$ cat src/rtl/hazard_forward_ctrl_pkg.sv
// Shared types and constants for the pipeline hazard/forwarding controller:
// operand-mux select codes and the shadow pipeline-register entry layouts.
package pipe_ctrl_pkg;

  localparam int REG_AW = 5;

  // EX-stage operand mux select encoding (2'b11 is never produced)
  localparam logic [1:0] FWD_RF  = 2'b00;
  localparam logic [1:0] FWD_WB  = 2'b01;
  localparam logic [1:0] FWD_MEM = 2'b10;

  typedef struct packed {
    logic [REG_AW-1:0] rs;
    logic [REG_AW-1:0] rt;
    logic              uses_rt;
    logic [REG_AW-1:0] dst;
    logic              reg_write;
    logic              mem_read;
  } ex_shadow_t;

  typedef struct packed {
    logic [REG_AW-1:0] dst;
    logic              reg_write;
    logic              mem_read;
  } mem_shadow_t;

  typedef struct packed {
    logic [REG_AW-1:0] dst;
    logic              reg_write;
  } wb_shadow_t;

  localparam ex_shadow_t  EX_BUBBLE  = '0;
  localparam mem_shadow_t MEM_BUBBLE = '0;
  localparam wb_shadow_t  WB_BUBBLE  = '0;

  // A stage produces a forwardable result only if it writes a nonzero register
  function automatic logic produces_result(input logic reg_write,
                                           input logic [REG_AW-1:0] dst);
    return reg_write && (dst != '0);
  endfunction

endpackage

$ cat src/rtl/hazard_forward_ctrl_fwd_select_unit.sv
// Priority compare for one EX-stage operand: the MEM-stage result beats the
// WB-stage result, and an unused operand always takes the register-file value.
module fwd_select_unit
  import pipe_ctrl_pkg::*;
(
  input  logic [REG_AW-1:0] src,
  input  logic              src_used,
  input  logic [REG_AW-1:0] mem_dst,
  input  logic              mem_reg_write,
  input  logic [REG_AW-1:0] wb_dst,
  input  logic              wb_reg_write,
  output logic [1:0]        sel
);

  logic mem_hit;
  logic wb_hit;

  always_comb begin
    mem_hit = produces_result(mem_reg_write, mem_dst) && (mem_dst == src);
    wb_hit  = produces_result(wb_reg_write, wb_dst) && (wb_dst == src);
  end

  always_comb begin
    sel = FWD_RF;
    if (src_used) begin
      if (mem_hit) begin
        sel = FWD_MEM;
      end else if (wb_hit) begin
        sel = FWD_WB;
      end
    end
  end

endmodule

$ cat src/rtl/hazard_forward_ctrl.sv
// Central hazard controller: EX operand forwarding selects, load-use stall,
// taken-branch flush, and saturating stall/flush event counters.
module hazard_forward_ctrl #(
  parameter int REG_AW = pipe_ctrl_pkg::REG_AW,
  parameter int CNT_W  = 16
) (
  input  logic              clk_i,
  input  logic              rst_i,
  input  logic [REG_AW-1:0] id_rs_i,
  input  logic [REG_AW-1:0] id_rt_i,
  input  logic              id_uses_rt_i,
  input  logic [REG_AW-1:0] id_dst_i,
  input  logic              id_reg_write_i,
  input  logic              id_mem_read_i,
  input  logic              branch_taken_i,
  input  logic              cnt_clr_i,
  output logic [1:0]        forward_a_o,
  output logic [1:0]        forward_b_o,
  output logic              pc_write_o,
  output logic              ifid_write_o,
  output logic              idex_bubble_o,
  output logic              flush_o,
  output logic [CNT_W-1:0]  stall_cnt_o,
  output logic [CNT_W-1:0]  flush_cnt_o
);

  import pipe_ctrl_pkg::ex_shadow_t;
  import pipe_ctrl_pkg::mem_shadow_t;
  import pipe_ctrl_pkg::wb_shadow_t;
  import pipe_ctrl_pkg::EX_BUBBLE;
  import pipe_ctrl_pkg::MEM_BUBBLE;
  import pipe_ctrl_pkg::WB_BUBBLE;

  ex_shadow_t  ex_q;
  ex_shadow_t  ex_d;
  mem_shadow_t mem_q;
  wb_shadow_t  wb_q;

  logic load_use;
  logic stall_eff;
  logic flush;

  logic [CNT_W-1:0] stall_cnt_q;
  logic [CNT_W-1:0] flush_cnt_q;

  // Load in EX whose destination the ID instruction reads
  always_comb begin
    load_use = ex_q.mem_read && ex_q.reg_write && (ex_q.dst != '0) &&
               ((ex_q.dst == id_rs_i) ||
                (id_uses_rt_i && (ex_q.dst == id_rt_i)));
  end

  // A taken branch squashes the stalled instruction anyway, so flush wins
  always_comb begin
    flush     = branch_taken_i;
    stall_eff = load_use && !flush;
  end

  always_comb begin
    ex_d = EX_BUBBLE;
    if (!(stall_eff || flush)) begin
      ex_d.rs        = id_rs_i;
      ex_d.rt        = id_rt_i;
      ex_d.uses_rt   = id_uses_rt_i;
      ex_d.dst       = id_dst_i;
      ex_d.reg_write = id_reg_write_i;
      ex_d.mem_read  = id_mem_read_i;
    end
  end

  always_ff @(posedge clk_i) begin
    if (rst_i) begin
      ex_q  <= EX_BUBBLE;
      mem_q <= MEM_BUBBLE;
      wb_q  <= WB_BUBBLE;
    end else begin
      ex_q            <= ex_d;
      mem_q.dst       <= ex_q.dst;
      mem_q.reg_write <= ex_q.reg_write;
      mem_q.mem_read  <= ex_q.mem_read;
      wb_q.dst        <= mem_q.dst;
      wb_q.reg_write  <= mem_q.reg_write;
    end
  end

  always_ff @(posedge clk_i) begin
    if (rst_i || cnt_clr_i) begin
      stall_cnt_q <= '0;
      flush_cnt_q <= '0;
    end else begin
      if (stall_eff && (stall_cnt_q != '1)) begin
        stall_cnt_q <= stall_cnt_q + CNT_W'(1);
      end
      if (flush && (flush_cnt_q != '1)) begin
        flush_cnt_q <= flush_cnt_q + CNT_W'(1);
      end
    end
  end

  fwd_select_unit u_fwd_a (
    .src           (ex_q.rs),
    .src_used      (1'b1),
    .mem_dst       (mem_q.dst),
    .mem_reg_write (mem_q.reg_write),
    .wb_dst        (wb_q.dst),
    .wb_reg_write  (wb_q.reg_write),
    .sel           (forward_a_o)
  );

  fwd_select_unit u_fwd_b (
    .src           (ex_q.rt),
    .src_used      (ex_q.uses_rt),
    .mem_dst       (mem_q.dst),
    .mem_reg_write (mem_q.reg_write),
    .wb_dst        (wb_q.dst),
    .wb_reg_write  (wb_q.reg_write),
    .sel           (forward_b_o)
  );

  always_comb begin
    pc_write_o    = !stall_eff;
    ifid_write_o  = !stall_eff;
    idex_bubble_o = stall_eff;
    flush_o       = flush;
    stall_cnt_o   = stall_cnt_q;
    flush_cnt_o   = flush_cnt_q;
  end

  // The cycle after an effective stall the load has moved on into MEM
  a_load_in_mem_after_stall: assert property (
    @(posedge clk_i) disable iff (rst_i) stall_eff |=> mem_q.mem_read
  );

endmodule

$ cat config.mk
export PLATFORM = sky130hd
export DESIGN_NAME = hazard_forward_ctrl
export DESIGN_NICKNAME = d
export VERILOG_FILES = /design/src/rtl/hazard_forward_ctrl_pkg.sv /design/src/rtl/hazard_forward_ctrl_fwd_select_unit.sv /design/src/rtl/hazard_forward_ctrl.sv
export SDC_FILE = /design/constraint.sdc
export NUM_CORES = 1
export LEC_CHECK = 0
export BUFFER_PORTS_ARGS = -buffer_cell sky130_fd_sc_hd__buf_2
export CAP_MARGIN = 25
export CORE_MARGIN = 2
export CORE_UTILIZATION = 48
export CTS_CLUSTER_SIZE = 14
export DETAILED_ROUTE_END_ITERATION = 7
export MAX_ROUTING_LAYER = met4
export PLACE_DENSITY_LB_ADDON = 0.05
export SYNTH_ARGS = -nofsm -noshare
export SYNTH_HDL_FRONTEND = slang
export SYNTH_SLANG_ARGS = --single-unit
$ cat constraint.sdc
create_clock -name clk_i -period 1.8 [get_ports clk_i]
set_input_delay 0.18 -clock clk_i [delete_from_list [all_inputs] [get_ports clk_i]]
set_output_delay 0.18 -clock clk_i [all_outputs]
set_load 0.1 [all_outputs]
After elaboration in Yosys (flattened, before gate mapping)
Cells that the tools add are included.
Operators by class
  add/subtract/negate cells: 2
  multiply operators: 0
  div/mod/pow operators: 0
  $lt $le $gt $ge: 0
  eq/ne operators: 8
  shift-type cells: 0
  multiplexer cells: 5
  bitwise logic cells: 0
  reduce and logical (&&, ||, !) cells: 22
Operator list (count)
  $add 16x1->16 const B: 2
  $ne 16x16->1 const B: 2
  $eq 5x5->1: 6
  $reduce_bool 5->1: 3
  $logic_and 1x1->1: 13
  $mux 2: 3
  $logic_or 1x1->1: 3
  $logic_not 1->1: 2
  $mux 1: 2
  $reduce_or 2->1: 1
Word-level totals
  register bits: 62
  latch bits: 0
  memory bits (writable): 0
  ROM bits: 0
  input port bits: 22
  output and inout port bits: 40
  logic and storage cells: 49
  memories kept: 0

Depth between registers and ports, before layout
Gate-level depths: netlist of the first run.
  depth after elaboration: 7
  mapped depth: 7
  mapped depth without buffers: 7

Modules after synthesis
From an unflattened synthesis of the first run, not the netlist that was laid out.
Unflattened totals
  cells, all modules: 339
  area, all modules: 3005.4 sq um
Modules (own cells, without submodules)
  hazard_forward_ctrl: times used 1, cells an instance 297, area an instance 2702.6 sq um, sequential area each 1241.2 sq um
  fwd_select_unit: times used 2, cells an instance 21, area an instance 151.4 sq um, sequential area each 0.0 sq um

Worst setup path before layout of the first run
OpenSTA, ideal clock, no wires.
  path type: flip-flop to output port
  start: register mem_q[2] in the netlist's numbering
  end: output port forward_a_o[0]
  data arrival time: 4064 ps
  required time: 1620 ps
  slack: -2444 ps
  cell stages (with the launch flop): 5
  buffers on the path: 0
  path through: dfxtp_1 -> or4_1 -> o21ai_0 -> nor4_1 -> nor4_1
Between the ends
  cells in the longest elaborated chain, start to end: 4
  elaborated cells between the ends (all ways): 5
  classes of those cells: eq/ne (1); mux (1); reduce/logical (3)
RTL lines
  start, declared: RTL line hazard_forward_ctrl.sv:36  | mem_shadow_t mem_q;
  $reduce_bool 5->1: RTL line hazard_forward_ctrl_pkg.sv:39  | return reg_write && (dst != '0);
  $logic_and 1x1->1: RTL line hazard_forward_ctrl_pkg.sv:39
  $logic_and 1x1->1 (*): RTL line hazard_forward_ctrl_fwd_select_unit.sv:19  | mem_hit = produces_result(mem_reg_write, mem_dst) && (mem_dst == src);
  named net u_fwd_a.mem_hit: RTL line hazard_forward_ctrl_fwd_select_unit.sv:15  | logic mem_hit;
  $mux 2 (*): RTL line hazard_forward_ctrl_fwd_select_unit.sv:26  | if (mem_hit) begin
  end, declared: RTL line hazard_forward_ctrl.sv:17  | output logic [1:0] forward_a_o,
The timed path passes the listed nets; every way through them passes the cells marked *.

Final worst setup path of the first run
  start: register ex_q[3] in the netlist's numbering
  end: output port idex_bubble_o
Between the ends
  cells in the longest elaborated chain, start to end: 5
  elaborated cells between the ends (all ways): 8
  classes of those cells: eq/ne (2); reduce/logical (6)
RTL lines
  start, declared: RTL line hazard_forward_ctrl.sv:34  | ex_shadow_t ex_q;
  start signal, assigned: RTL line hazard_forward_ctrl.sv:73  | ex_q <= EX_BUBBLE;
  start signal, assigned: RTL line hazard_forward_ctrl.sv:77  | ex_q <= ex_d;
  $eq 5x5->1: RTL line hazard_forward_ctrl.sv:50  | (id_uses_rt_i && (ex_q.dst == id_rt_i)));
  $logic_and 1x1->1: RTL line hazard_forward_ctrl.sv:50
  $logic_or 1x1->1: RTL line hazard_forward_ctrl.sv:49  | ((ex_q.dst == id_rs_i) ||
  $logic_and 1x1->1 (*): RTL line hazard_forward_ctrl.sv:48  | load_use = ex_q.mem_read && ex_q.reg_write && (ex_q.dst != '0) &&
  $logic_and 1x1->1 (*): RTL line hazard_forward_ctrl.sv:56  | stall_eff = load_use && !flush;
  end, declared: RTL line hazard_forward_ctrl.sv:21  | output logic idex_bubble_o,
Every way passes the cells marked *; elsewhere a longest branch is shown, timed or not.

==> flow_summary_export.csv, run 1 <==
group,metric,value,unit
run_status,status,"finished, violations left",
run_status,violations,"negative setup slack",
placement,dp.cells,449,
clock_network,cts_buffers,9,
clock_network,cts.clk_slew.worst_paths,0.07,ns
timing,rsz0062_at_grt,"yes",
clock_network,clock_path_buffers,2,
setup_path,cp.required,1.62,ns
die,die_y,80.4,um
timing,setup_violations,22,
die,die_area,0.00647,mm^2
setup_path,critical-path-top-delay-family,"simple AND/OR/NAND/NOR gates",
synthesis,synth_seq_cells,62,
synthesis,async_flop_share,0,
setup_path,cp_max_fo,4,
placement,post-place-ws,-0.0789,ns
synthesis,synth_cells,300,
finish,fillerInstances,381,
timing,fin_crit_sh,1.18,
min_path,min_from,"id_dst_i[0]",
grt,grt_pass1_vias,2297,
synthesis,synth_ff_type,"dfxtp_1",
timing,setup_tns,-4.62,ns
finish,utilization,0.767,
finish,multi_input_area,0.00180,mm^2
placement,port_buffers,61,
setup_path,r2r_start,"ex_q[6]",
timing,fmax,469,MHz
grt,antenna_found_initial,0,
detailed_routing,dr.pass1.iters,4,
synthesis,synth_common_cells,"dfxtp_1, nor2_1, xnor2_1, xor2_1, nand3_1",
setup_path,cp_data_arrival_time,1.95,ns
detailed_routing,antenna_left,0,
die,io_pins,62,
grt,grt_util_all_layers,0.221,
detailed_routing,drt-vias-per-instance,5.05,
grt,gr-total-overflow,0,
finish,seqCellArea,0.00137,mm^2
setup_path,worstSetupEndpointType,"primary output",
die,die_w,80.4,um
synthesis,ys_warn_count,0,
setup_path,cpMaxStageDelayCell,"or4_4",
synthesis,synth_edf_count,0,
finish,syn_to_final_growth,52.5,%
grt,grt_first_pass_wirelength,10600,um
detailed_routing,num_vias,2409,
clock_network,clock_latency,0.34,ns
timing,max-slew-margin-rel,0.582,
synthesis,synth_area_per_cell,9.35,um^2
placement,routabilityCongestion,0.830,
finish,drive_above_1_share,0.514,
detailed_routing,drc,0,
synthesis,syn_area,0.00280,mm^2
setup_path,critical_path.startpoint,"ex_q[3]",
clock_network,root_buffer,"clkbuf_8",
clock_network,cts_tree,"built",
die,core,0.00557,mm^2
synthesis,synth_largest_area_cell,"dfxtp_1",
pwr,ir_worst_vdd,0.615,mV
die,num_rows,27,
synthesis,yosysSeqAreaShare,0.443,
clock_network,htreeDepth,3,
setup_path,cp_num_buf_inv,3,
detailed_routing,drt_iter0_markers,100,
setup_path,critPathKind,"register to primary output",
finish,n_antenna_cell,0,
timing,finClkSkew,0.00678,ns
timing,final_max_slew_viol_count,0,
min_path,hp-class,"input port to register",
setup_path,cp_cell_sequence,"or4_4, o211ai_4, nor2_4, nand2_8, buf_8, clkinvlp_4, buf_12",
timing,worst_slack,-0.331,ns
detailed_routing,wl,6630,um
job,maxCapViolations,0,
die,start_util,0.503,
setup_path,critPathLaunchType,"register",
synthesis,yosysUniqueCellTypes,42,
pwr,power_leakage,1.77,nW
timing,finalHoldViolations,0,
clock_network,clkSinkCount,62,
synthesis,synth_fp_nets,324,
finish,layout.nets,424,
finish,final_cells,477,
pwr,power_density,692,mW/mm^2
timing,worst_pin_slew,0.627,ns
synthesis,synth_top_area_share,0.443,
setup_path,slowest_delay,0.54,ns
synthesis,yosys.cell_count.top_type,"dfxtp_1",
grt,grt_max_degree,33,
synthesis,synth_area_leaders,"dfxtp_1, xnor2_1, xor2_1, and2_1, nor2_1",
timing,fin_crit,2.13,ns
placement,place_hpwl,4680,um
detailed_routing,routedWlPerCell,13.9,um
## final cells by class
type,count,share of cell area
multi-input combinational,221,0.420
sequential,62,0.321
timing repair buffer,100,0.179
clock buffer,12,0.0413
tap,72,0.0211
clock inverter,4,0.0117
inverter,6,0.00614
## metrics by stage
step	cell area (um^2)	power (mW)	hold slack, ns
after floorplan	3080	1.54	0.252
after global placement	3740	1.61	0.384
after detailed placement	3740	1.61	0.381
after CTS	4190	2.97	0.0358
after global routing	4280	3.07	0.0421
final	4280	2.96	0.0424
## layer usage
metal	global-route usage	up-vias	share of wire
met5	-	-	0
met4	0.0915	0	0.018
met3	0.0371	12	0.036
met2	0.363	54	0.49
met1	0.271	1115	0.46
li1	-	1228	-
## repair_timing
action / CTS / global route
setup endpoints to repair: 32 / 42
gates resized for setup: 37 / 13
pin swaps: 28 / 16
hold buffers: 0 / 0
setup buffers: 10 / 4
## cells in the final DEF (no fill, tap or decap), types with 3 or more instances in the layout
master / synthesis / final
a21oi_1: 6 / 4
and2_1: 21 / 19
and3_1: 6 / 5
buf_12: 0 / 9
buf_2: 0 / 54
buf_4: 4 / 29
buf_6: 0 / 6
clkbuf_8: 0 / 11
dfxtp_1: 62 / 16
dfxtp_2: 0 / 17
dfxtp_4: 0 / 29
inv_1: 6 / 4
mux2i_1: 3 / 3
nand2_1: 6 / 5
nand3_1: 24 / 22
nand4_1: 7 / 7
nor2_1: 33 / 31
nor2b_1: 13 / 12
nor3_1: 5 / 4
nor4_4: 0 / 3
o21ai_0: 5 / 3
or3_1: 4 / 3
or4_1: 6 / 3
or4_4: 1 / 4
xnor2_1: 26 / 19
xnor2_2: 0 / 5
xor2_1: 25 / 25
## final timing paths
path	slack, ns	to	cells after the start
setup reg to reg	-0.26	stall_cnt_o[13]	9
hold reg to reg	0.50	stall_cnt_o[15]	2
setup / recovery	-0.33	idex_bubble_o	7
hold / removal	0.04	ex_q[2]	2
## cell families (layout without fill, tap and decap cells)
family | count (synthesis) | count (layout) | synth area share
AOI/OAI and AO/OA | 23 | 23 | 0.0634
xor gates and xnor gates | 51 | 51 | 0.159
adders and majority gates | 2 | 2 | 0.00892
and+or+nand+nor | 142 | 142 | 0.286
DFF | 62 | 62 | 0.443
buffers and inverters | 17 | 122 | 0.0286
muxes | 3 | 3 | 0.0107
## power breakdown
group / switching, mW / internal, mW / total [mW] / leakage, nW
combinational: 0.123 / 0.115 / 0.238 / 1.11
clock: 0.540 / 0.800 / 1.34 / 0.118
sequential: 0.0249 / 1.36 / 1.38 / 0.534
total: 0.688 / 2.27 / 2.96 / 1.77
## worst reg2reg max path, delay by kind of cell (launching register included)
| family | cells | cell delay [ns] |
|---|---|---|
| flops | 1 | 0.37 |
| buf+inv | 3 | 0.42 |
| compound gates | 3 | 0.58 |
| simple gates | 3 | 0.61 |
## sequential cells by signal, summed over array words and instances (netlist names)
register     cells
wb_q             6
ex_q            18
mem_q            6
stall_cnt_o     16
flush_cnt_o     16
(Power assumes the default switching activity.)
==> inputs of run 2 (changes only) <==
--- a/config.mk
+++ b/config.mk
@@ -12,7 +12,8 @@
 export CTS_CLUSTER_SIZE = 14
 export DETAILED_ROUTE_END_ITERATION = 7
 export MAX_ROUTING_LAYER = met4
-export PLACE_DENSITY_LB_ADDON = 0.05
+export PLACE_DENSITY = 0.82
 export SYNTH_ARGS = -nofsm -noshare
 export SYNTH_HDL_FRONTEND = slang
 export SYNTH_SLANG_ARGS = --single-unit
+export TNS_END_PERCENT = 20
==> constraint.sdc (replaced) <==
create_clock -name clk_i -period 1.76 [get_ports clk_i]
set_input_delay 0.176 -clock clk_i [delete_from_list [all_inputs] [get_ports clk_i]]
set_output_delay 0.176 -clock clk_i [all_outputs]
set_load 0.1 [all_outputs]
==> flow_summary_export.csv, run 2 (same netlist as run 1, synthesis figures left out) <==
group,metric,value,unit
run_status,status,"finished, violations left",
run_status,violations,"negative setup slack",
finish,largest_register_ffs,18,
detailed_routing,num_vias,2473,
timing,setup_tns,-7.96,ns
grt,gr-total-overflow,0,
setup_path,cp.required,1.58,ns
placement,port_buffers,61,
clock_network,root_buffer,"clkbuf_8",
timing,worst_slack,-0.347,ns
die,die_y,80.4,um
grt,grt_pass1_vias,2402,
detailed_routing,wl,6510,um
finish,utilization,0.719,
clock_network,hold_buffers,0,
setup_path,worstSetupEndpointType,"primary output",
finish,layout.nets,424,
clock_network,clkSinkCount,62,
finish,layout_common_cells,"buf_2, buf_4, nor2_1",
timing,fmax,475,MHz
clock_network,clock_path_buffers,2,
timing,setup_violations,40,
finish,final_common_cell,"buf_2",
setup_path,cp_max_fo,4,
setup_path,critPathKind,"register to primary output",
detailed_routing,routedWlPerCell,13.6,um
finish,final_cells,477,
timing,max-slew-margin-rel,0.578,
grt,grt_first_pass_wirelength,10900,um
timing,finClkSkew,0.00688,ns
finish,multi_input_area,0.00165,mm^2
finish,n_antenna_cell,0,
grt,grt_util_all_layers,0.228,
timing,fin_crit,2.11,ns
die,start_util,0.503,
detailed_routing,antenna_left,0,
timing,rsz0062_at_grt,"yes",
detailed_routing,drt-vias-per-instance,5.18,
job,maxCapViolations,0,
finish,drive_above_1_share,0.454,
pwr,power_density,711,mW/mm^2
placement,dp.cells,456,
finish,top_register,"ex_q",
finish,seqCellArea,0.00133,mm^2
pwr,power_leakage,1.72,nW
detailed_routing,drc,0,
die,core,0.00557,mm^2
placement,routabilityCongestion,0.857,
detailed_routing,drt_iter0_markers,132,
clock_network,htreeDepth,3,
detailed_routing,dr.pass1.iters,5,
timing,finalHoldViolations,0,
die,io_pins,62,
die,die_area,0.00647,mm^2
clock_network,cts_buffers,9,
finish,fillerInstances,396,
die,die_w,80.4,um
timing,final_max_slew_viol_count,0,
placement,place_hpwl,4690,um
clock_network,cts_tree,"built",
timing,fin_crit_sh,1.20,
pwr,ir_worst_vdd,0.596,mV
finish,syn_to_final_growth,43.0,%
clock_network,cts.clk_slew.worst_paths,0.07,ns
die,num_rows,27,
setup_path,cp_data_arrival_time,1.93,ns
clock_network,clock_latency,0.33,ns
grt,grt_max_degree,33,
placement,post-place-ws,-0.108,ns
setup_path,critPathLaunchType,"register",
timing,holdWs,0.0460,ns
min_path,hp-class,"input port to register",
grt,antenna_found_initial,0,
timing,worst_pin_slew,0.633,ns
run 2: cell count changes in the layout (fill, tap and decap cells not counted), moves of 3 or more:
cell      change
dfxtp_2       +5
clkinv_2      +3
buf_6         -6
xnor2_2       -4
buf_4         +9
dfxtp_1       +9
xnor2_1       +6
dfxtp_4      -14
run 2: critical path, stage by stage, from the launching register on:
cell and delay [ns]:
dfxtp_2 0.33, or4_4 0.54, o211ai_4 0.21, nor2_4 0.06, nand2_4 0.09, buf_12 0.12, clkinvlp_4 0.09, buf_12 0.17
run 2: final cells by class:
cell class                      instances  share of cell area
Timing Repair Buffer                  100               0.178
Clock inverter                          5             0.00718
Tap cell                               72              0.0225
Sequential cell                        62               0.330
Inverter                                6             0.00655
Multi-Input combinational cell        221               0.412
Clock buffer                           11              0.0434
run 2: metal layers:
metal	part of all wire	vias up	GRT usage
met2	0.51	81	0.386
li1	-	1235	-
met3	0.053	9	0.0551
met4	0.016	0	0.0814
met5	0	-	-
met1	0.42	1148	0.265
run 2: timing repair:
action | CTS | global route
resized for setup | 20 | 9
pin swaps | 26 | 18
buffers inserted | 5 | 0
gates cloned | 0 | 0
hold endpoints to repair | 0 | 0
endpoints found under the setup margin | 41 | 49
run 2: stage by stage:
step	power (mW)	cell area, um^2
floorplan	1.59	2950
global placement	1.65	3660
detailed placement	1.66	3660
CTS	2.88	3970
global route	2.97	4010
finish	2.85	4010
run 2: path summary, 6_finish.rpt:
kind,start,end,slack (ns),cells past startpoint
hold reg to reg,mem_q[5],wb_q[4],0.49,1
setup reg to reg,ex_q[4],stall_cnt_o[3],-0.27,9
hold / removal,id_mem_read_i,ex_q[0],0.05,2
setup / recovery,ex_q[4],idex_bubble_o,-0.35,7
run 2: where the power goes:
| group | switching [mW] | internal, mW |
|---|---|---|
| clock network | 0.533 | 0.674 |
| registers | 0.0252 | 1.41 |
| logic | 0.118 | 0.0944 |
| total | 0.676 | 2.18 |
